===== src/rtl/alu_op_sequencer.sv =====
// Sequences one ALU operation at a time: latches operands, drives a one-hot select for
// the operation's settle time, then captures the (possibly double-width) result.
module alu_op_sequencer #(
   parameter int BITS      = 32,
   parameter int SIG_COUNT = 12,
   parameter int MUL_LAT   = 4,
   parameter int DIV_LAT   = 32
) (
   input  logic                 clk,
   input  logic                 reset,
   input  logic                 start,
   input  logic [3:0]           opcode,
   input  logic [BITS-1:0]      a,
   input  logic [BITS-1:0]      b,
   input  logic [2*BITS-1:0]    alu_result,
   output logic [SIG_COUNT-1:0] ctrl_signal,
   output logic [BITS-1:0]      alu_x,
   output logic [BITS-1:0]      alu_y,
   output logic                 busy,
   output logic                 done,
   output logic                 err,
   output logic [BITS-1:0]      z_hi,
   output logic [BITS-1:0]      z_lo
);

   localparam int MAX_LAT = (MUL_LAT > DIV_LAT) ? MUL_LAT : DIV_LAT;
   localparam int CNT_W   = (MAX_LAT > 1) ? $clog2(MAX_LAT) : 1;

   localparam logic [0:0] S_IDLE = 1'b0;
   localparam logic [0:0] S_EXEC = 1'b1;

   localparam logic [3:0] OP_MUL  = 4'd2;
   localparam logic [3:0] OP_DIV  = 4'd3;
   localparam logic [3:0] OP_LAST = 4'd11;

   localparam logic [CNT_W-1:0] MUL_CNT = CNT_W'(MUL_LAT - 1);
   localparam logic [CNT_W-1:0] DIV_CNT = CNT_W'(DIV_LAT - 1);
   localparam logic [SIG_COUNT-1:0] SEL_ONE = {{(SIG_COUNT-1){1'b0}}, 1'b1};

   logic [0:0]           state_q, state_d;
   logic [CNT_W-1:0]     cnt_q,   cnt_d;
   logic [SIG_COUNT-1:0] ctrl_q,  ctrl_d;
   logic [BITS-1:0]      x_q,     x_d;
   logic [BITS-1:0]      y_q,     y_d;
   logic                 wide_q,  wide_d;
   logic [BITS-1:0]      zhi_q,   zhi_d;
   logic [BITS-1:0]      zlo_q,   zlo_d;
   logic                 done_q,  done_d;
   logic                 err_q,   err_d;

   always_comb begin
      state_d = state_q;
      cnt_d   = cnt_q;
      ctrl_d  = ctrl_q;
      x_d     = x_q;
      y_d     = y_q;
      wide_d  = wide_q;
      zhi_d   = zhi_q;
      zlo_d   = zlo_q;
      done_d  = 1'b0;
      err_d   = 1'b0;
      case (state_q)
         S_IDLE: begin
            if (start) begin
               if (opcode <= OP_LAST) begin
                  x_d     = a;
                  y_d     = b;
                  ctrl_d  = SEL_ONE << opcode;
                  wide_d  = (opcode == OP_MUL) || (opcode == OP_DIV);
                  state_d = S_EXEC;
                  if (opcode == OP_MUL)      cnt_d = MUL_CNT;
                  else if (opcode == OP_DIV) cnt_d = DIV_CNT;
                  else                       cnt_d = '0;
               end else begin
                  err_d = 1'b1;
               end
            end
         end
         S_EXEC: begin
            if (cnt_q != '0) begin
               cnt_d = cnt_q - 1'b1;
            end else begin
               // Only multiply and divide produce a meaningful upper half.
               zhi_d   = wide_q ? alu_result[2*BITS-1:BITS] : '0;
               zlo_d   = alu_result[BITS-1:0];
               ctrl_d  = '0;
               done_d  = 1'b1;
               state_d = S_IDLE;
            end
         end
         default: state_d = S_IDLE;
      endcase
   end

   always_ff @(posedge clk) begin
      if (reset) begin
         state_q <= S_IDLE;
         cnt_q   <= '0;
         ctrl_q  <= '0;
         x_q     <= '0;
         y_q     <= '0;
         wide_q  <= 1'b0;
         zhi_q   <= '0;
         zlo_q   <= '0;
         done_q  <= 1'b0;
         err_q   <= 1'b0;
      end else begin
         state_q <= state_d;
         cnt_q   <= cnt_d;
         ctrl_q  <= ctrl_d;
         x_q     <= x_d;
         y_q     <= y_d;
         wide_q  <= wide_d;
         zhi_q   <= zhi_d;
         zlo_q   <= zlo_d;
         done_q  <= done_d;
         err_q   <= err_d;
      end
   end

   assign ctrl_signal = ctrl_q;
   assign alu_x       = x_q;
   assign alu_y       = y_q;
   assign busy        = (state_q == S_EXEC);
   assign done        = done_q;
   assign err         = err_q;
   assign z_hi        = zhi_q;
   assign z_lo        = zlo_q;

endmodule

===== config.mk =====
export PLATFORM = sky130hd
export DESIGN_NAME = alu_op_sequencer
export DESIGN_NICKNAME = d
export VERILOG_FILES = /design/src/rtl/alu_op_sequencer.sv
export SDC_FILE = /design/constraint.sdc
export NUM_CORES = 1
export LEC_CHECK = 0
export BUFFER_PORTS_ARGS = -buffer_cell sky130_fd_sc_hd__buf_2
export CORE_MARGIN = 2
export CORE_UTILIZATION = 45
export DETAILED_ROUTE_END_ITERATION = 8
export PLACE_DENSITY = 0.79
export REMOVE_ABC_BUFFERS = 1
export SLEW_MARGIN = 20
export SYNTH_ARGS = -nofsm -noshare
export SYNTH_HDL_FRONTEND = slang
export SYNTH_SLANG_ARGS = --single-unit

===== constraint.sdc =====
create_clock -name clk -period 1.75 [get_ports clk]
set_input_delay 0.35 -clock clk [delete_from_list [all_inputs] [get_ports clk]]
set_output_delay 0.35 -clock clk [all_outputs]
set_load 0.005 [all_outputs]

==> reports/results.tsv <==
stage	metric	value	unit
status	run status	finished, final reports clean	
clock_tree	total CTS buffers	17	
detailed_routing	vias per inst	5.05	
detailed_routing	Total Routed Length	16300	um
final_layout	Fill cells	1009	
detailed_routing	number of optimization iterations in the first detailed-route pass	5	
worst_hold_path	start point of the worst min-delay path	b[11]	
global_route	number of antenna violations at the first check in global routing	0	
clock_tree	number of hold buffers added after CTS	0	
sta	minimum clock period	1.65	ns
synthesis	syn_area_per_cell	7.94	um2
synthesis	gate count after technology mapping	681	
synthesis	unique cell type count in the Yosys netlist	34	
setup_path	largest fanout on the critical path	7	
sta	Final Hold Vio Count	0	
power_and_ir_drop	ratio of total power to cell area	1100	nW/um2
clock_tree	clock root buffer	sky130_fd_sc_hd__clkbuf_16	
setup_path	endpoint type of the worst setup path	register	
setup_path	cell repeated most along the worst path	sky130_fd_sc_hd__buf_4	
worst_hold_path	cell depth of the worst min-delay path	3	
setup_path	worst path cell trace	inv_1, ha_2, nor4b_4, buf_4, a2bb2oi_2, buf_4, nor2_1, a211oi_1	
sta	max-slew violation total from the final report	0	
sta	final worst path period share	94.1	%
global_route	total routing resource utilization after global routing	22.9	%
sta	summed negative setup slack over all endpoints	0	ns
place	HPWL after detailed placement	10800	um
sta	Max transition margin	71.2	%
setup_path	reg-to-reg setup timing slack	0.10	ns
power_and_ir_drop	power dissipated by switching net loads	2.04	mW
die	Core Region	11900	um2
detailed_routing	highest metal layer with signal wires	met4	
die	effective utilization at floorplan	45.6	%
final_layout	area added between synthesis and finish	45.1	%
synthesis	sequential share of the synthesized area	55.2	%
die	vertical die dimension	114	um
power_and_ir_drop	internal cell power	6.59	mW
place	Post-DP Area	7010	um2
die	overall die area	12900	um2
sta	Max Freq	607	MHz
setup_path	startpoint type of the worst setup path	register	
die	width of the die	114	um
place	Placement Setup Slack	0.0618	ns
synthesis	register bit count reported by yosys	149	
final_layout	top library cells by usage in the layout, fill and taps aside	sky130_fd_sc_hd__buf_2, sky130_fd_sc_hd__nand2_1, sky130_fd_sc_hd__dfxtp_1	
place	count of buffers from port buffering	277	
global_route	first-pass GRT wire length	23700	um
detailed_routing	routed length per instance	14.7	um
setup_path	R2R depth	8	
synthesis	Cell Area, Synth	5400	um2
detailed_routing	Routed met3 length	1540	um
run	number of max-cap violations	0	
detailed_routing	post-route met1 wirelength	6350	um
worst_hold_path	Hold Path Sink	alu_y[11]	
setup_path	peak per-stage delay on the critical path	0.32	ns
clock_tree	number of levels in the clock H-tree	4	
sta	Worst Clk Skew	0.00718	ns
final_layout	diode count	0	
final_layout	Final Instance Area	7840	um2
power_and_ir_drop	leakage component of the power	3.58	nW
detailed_routing	initial DRC count	361	
detailed_routing	number of antenna-violating nets in the routed design	0	
sta	final critical-path setup slack	0.103	ns
setup_path	reg-to-reg startpoint	cnt_q[0]	
power_and_ir_drop	relative contribution of the clock network to total power	45.2	%
setup_path	worst reg2reg path endpoint	cnt_q[0]	
detailed_routing	# DRC	0	
clock_tree	source-to-sink clock delay at the later pin of the worst-skew pair	0.42	ns
detailed_routing	number of vias in the routed layout	5612	
global_route	largest net degree at the start of global routing	67	
clock_tree	clk sink count	149	
power_and_ir_drop	switching power share of the total	23.6	%
setup_path	cell with the largest stage delay on the worst path	sky130_fd_sc_hd__dfxtp_1	
final_layout	fraction of layout cells with a size suffix above 1	36.2	%
clock_tree	clock tree from TritonCTS	yes	
worst_hold_path	worst min-delay path category	primary input to register	
die	count of pins on the block boundary	278	
global_route	vias in the first global route	5015	
die	site row count	40	
final_layout	commonest non-fill, non-tap cell in the layout	sky130_fd_sc_hd__buf_2	
global_route	GR Overflow Total	0	
sta	Worst Max-Slew Pin Slew	0.431	ns
power_and_ir_drop	total power	8.63	mW
clock_tree	clock slew at reported path FFs	0.06	ns
power_and_ir_drop	combinational share of power	12.7	%
setup_path	Arrival @ worst endpoint	1.98	ns
clock_tree	Clock Path Buffers	2	
power_and_ir_drop	maximum vdd ir drop	0.678	mV
setup_path	type of the worst setup path	register to register	
synthesis	number of warnings printed during yosys synthesis	0	
final_layout	total number of nets in the final design	1088	
sta	unrepaired setup endpoints after global routing	false	
detailed_routing	wire length on met2	7940	um
setup_path	Crit path required time	2.08	ns
sta	total of endpoints with negative setup slack in the final report	0	
power_and_ir_drop	portion of total power attributed to sequential cells	42.1	%
place	final RePlAce weighted congestion	0.830	
final_layout	fin util	66.1	%
[repair_timing]
action                     CTS  global route
setup endpoints to repair    0            68
resized for setup            0             9
buffers inserted             0             1
[logic make-up (layout without fill, tap and decap cells)]
family                     count (synthesis)  after routing  synth area share [%]
adders and majority gates                  1              1                 0.231
AOI/OAI and AO/OA                        163            163                  16.0
DFF                                      149            149                  55.2
and+or+nand+nor                          308            308                  23.8
buffers and inverters                     60            344                  4.77
[critical path, delay by kind of cell (launching register included)]
kind	cells	cell delay (ns)
buffers and inverters	3	0.42
AO/OA/AOI/OAI	2	0.35
flip-flops	1	0.32
AND/OR/NAND/NOR	2	0.27
adder cells (fa/ha/maj)	1	0.20
[through the flow]
| stage | instances | hold WS [ns] |
|---|---|---|
| finish | 1112 | 0.160 |
| floorplan | 625 | 0.419 |
| CTS | 1103 | 0.146 |
| global route | 1112 | 0.157 |
| global placement | 1071 | 0.435 |
| detailed placement | 1071 | 0.441 |
[worst max path at each step]
| stage | endpoint | depth (start not counted) | slack, ns | start |
|---|---|---|---|---|
| floorplan | ctrl_signal[11] | 4 | -0.84 | busy |
| global placement | z_hi[29] | 7 | 0.12 | cnt_q[0] |
| detailed placement | z_hi[5] | 7 | 0.06 | cnt_q[0] |
| CTS | z_hi[5] | 7 | 0.04 | cnt_q[0] |
| global route | cnt_q[1] | 8 | 0.008 | cnt_q[0] |
| finish | cnt_q[0] | 8 | 0.10 | cnt_q[0] |
[layer usage]
| metal | up-vias | GRT usage [%] |
|---|---|---|
| met5 | - | 0 |
| li1 | 2802 | - |
| met3 | 35 | 8.55 |
| met1 | 2530 | 26.5 |
| met4 | 0 | 10.2 |
| met2 | 245 | 37.9 |
[layout make-up]
type | count | area, um2 | share of cell area (%)
clock inverter | 8 | 145 | 1.85
clock buffer | 24 | 492 | 6.27
timing repair buffer | 308 | 1820 | 23.2
sequential | 149 | 2980 | 38.1
tap | 147 | 184 | 2.35
inverter | 4 | 15.0 | 0.191
multi-input combinational | 472 | 2200 | 28.1
[flip-flops by register name, summed over array words and instances (netlist names)]
signal and cells:
alu_x 32, alu_y 32, busy 1, cnt_q 5
ctrl_signal 12, done 1, err 1, wide_q 1
z_hi 32, z_lo 32
[cells in the mapped netlist]
master,number,area [um2]
sky130_fd_sc_hd__a211o_1,1,8.76
sky130_fd_sc_hd__a211oi_1,2,15.0
sky130_fd_sc_hd__a21oi_1,142,711
sky130_fd_sc_hd__a21oi_2,1,8.76
sky130_fd_sc_hd__a2bb2oi_1,1,8.76
sky130_fd_sc_hd__a31o_2,1,8.76
sky130_fd_sc_hd__a31oi_1,2,12.5
sky130_fd_sc_hd__a32oi_1,1,8.76
sky130_fd_sc_hd__and2_1,1,6.26
sky130_fd_sc_hd__buf_1,3,11.3
sky130_fd_sc_hd__buf_2,8,40.0
sky130_fd_sc_hd__buf_4,2,15.0
sky130_fd_sc_hd__buf_6,2,22.5
sky130_fd_sc_hd__clkbuf_1,41,154
sky130_fd_sc_hd__dfxtp_1,149,2980
sky130_fd_sc_hd__ha_1,1,12.5
sky130_fd_sc_hd__inv_1,4,15.0
sky130_fd_sc_hd__nand2_1,233,875
sky130_fd_sc_hd__nand2b_1,3,18.8
sky130_fd_sc_hd__nand3_1,45,225
sky130_fd_sc_hd__nor2_1,11,41.3
sky130_fd_sc_hd__nor2b_2,1,8.76
sky130_fd_sc_hd__nor3_1,4,20.0
sky130_fd_sc_hd__nor3b_1,3,22.5
sky130_fd_sc_hd__nor4_1,2,12.5
sky130_fd_sc_hd__nor4b_4,1,23.8
sky130_fd_sc_hd__o2111ai_1,3,26.3
sky130_fd_sc_hd__o211ai_1,1,7.51
sky130_fd_sc_hd__o21ai_0,4,20.0
sky130_fd_sc_hd__o21bai_1,2,15.0
sky130_fd_sc_hd__o22ai_1,2,12.5
sky130_fd_sc_hd__or3b_2,1,8.76
sky130_fd_sc_hd__or4_1,2,15.0
sky130_fd_sc_hd__or4b_2,1,10.0
[power groups by stage]
stage / Sequential, mW / Clock [mW] / Combinational (mW)
global placement: 3.70 / 0 / 0.967
CTS: 3.63 / 3.94 / 0.975
finish: 3.64 / 3.90 / 1.10
floorplan: 3.72 / 0 / 0.382
detailed placement: 3.70 / 0 / 0.972
global route: 3.65 / 4.10 / 1.20
(Power assumes the default switching activity.)
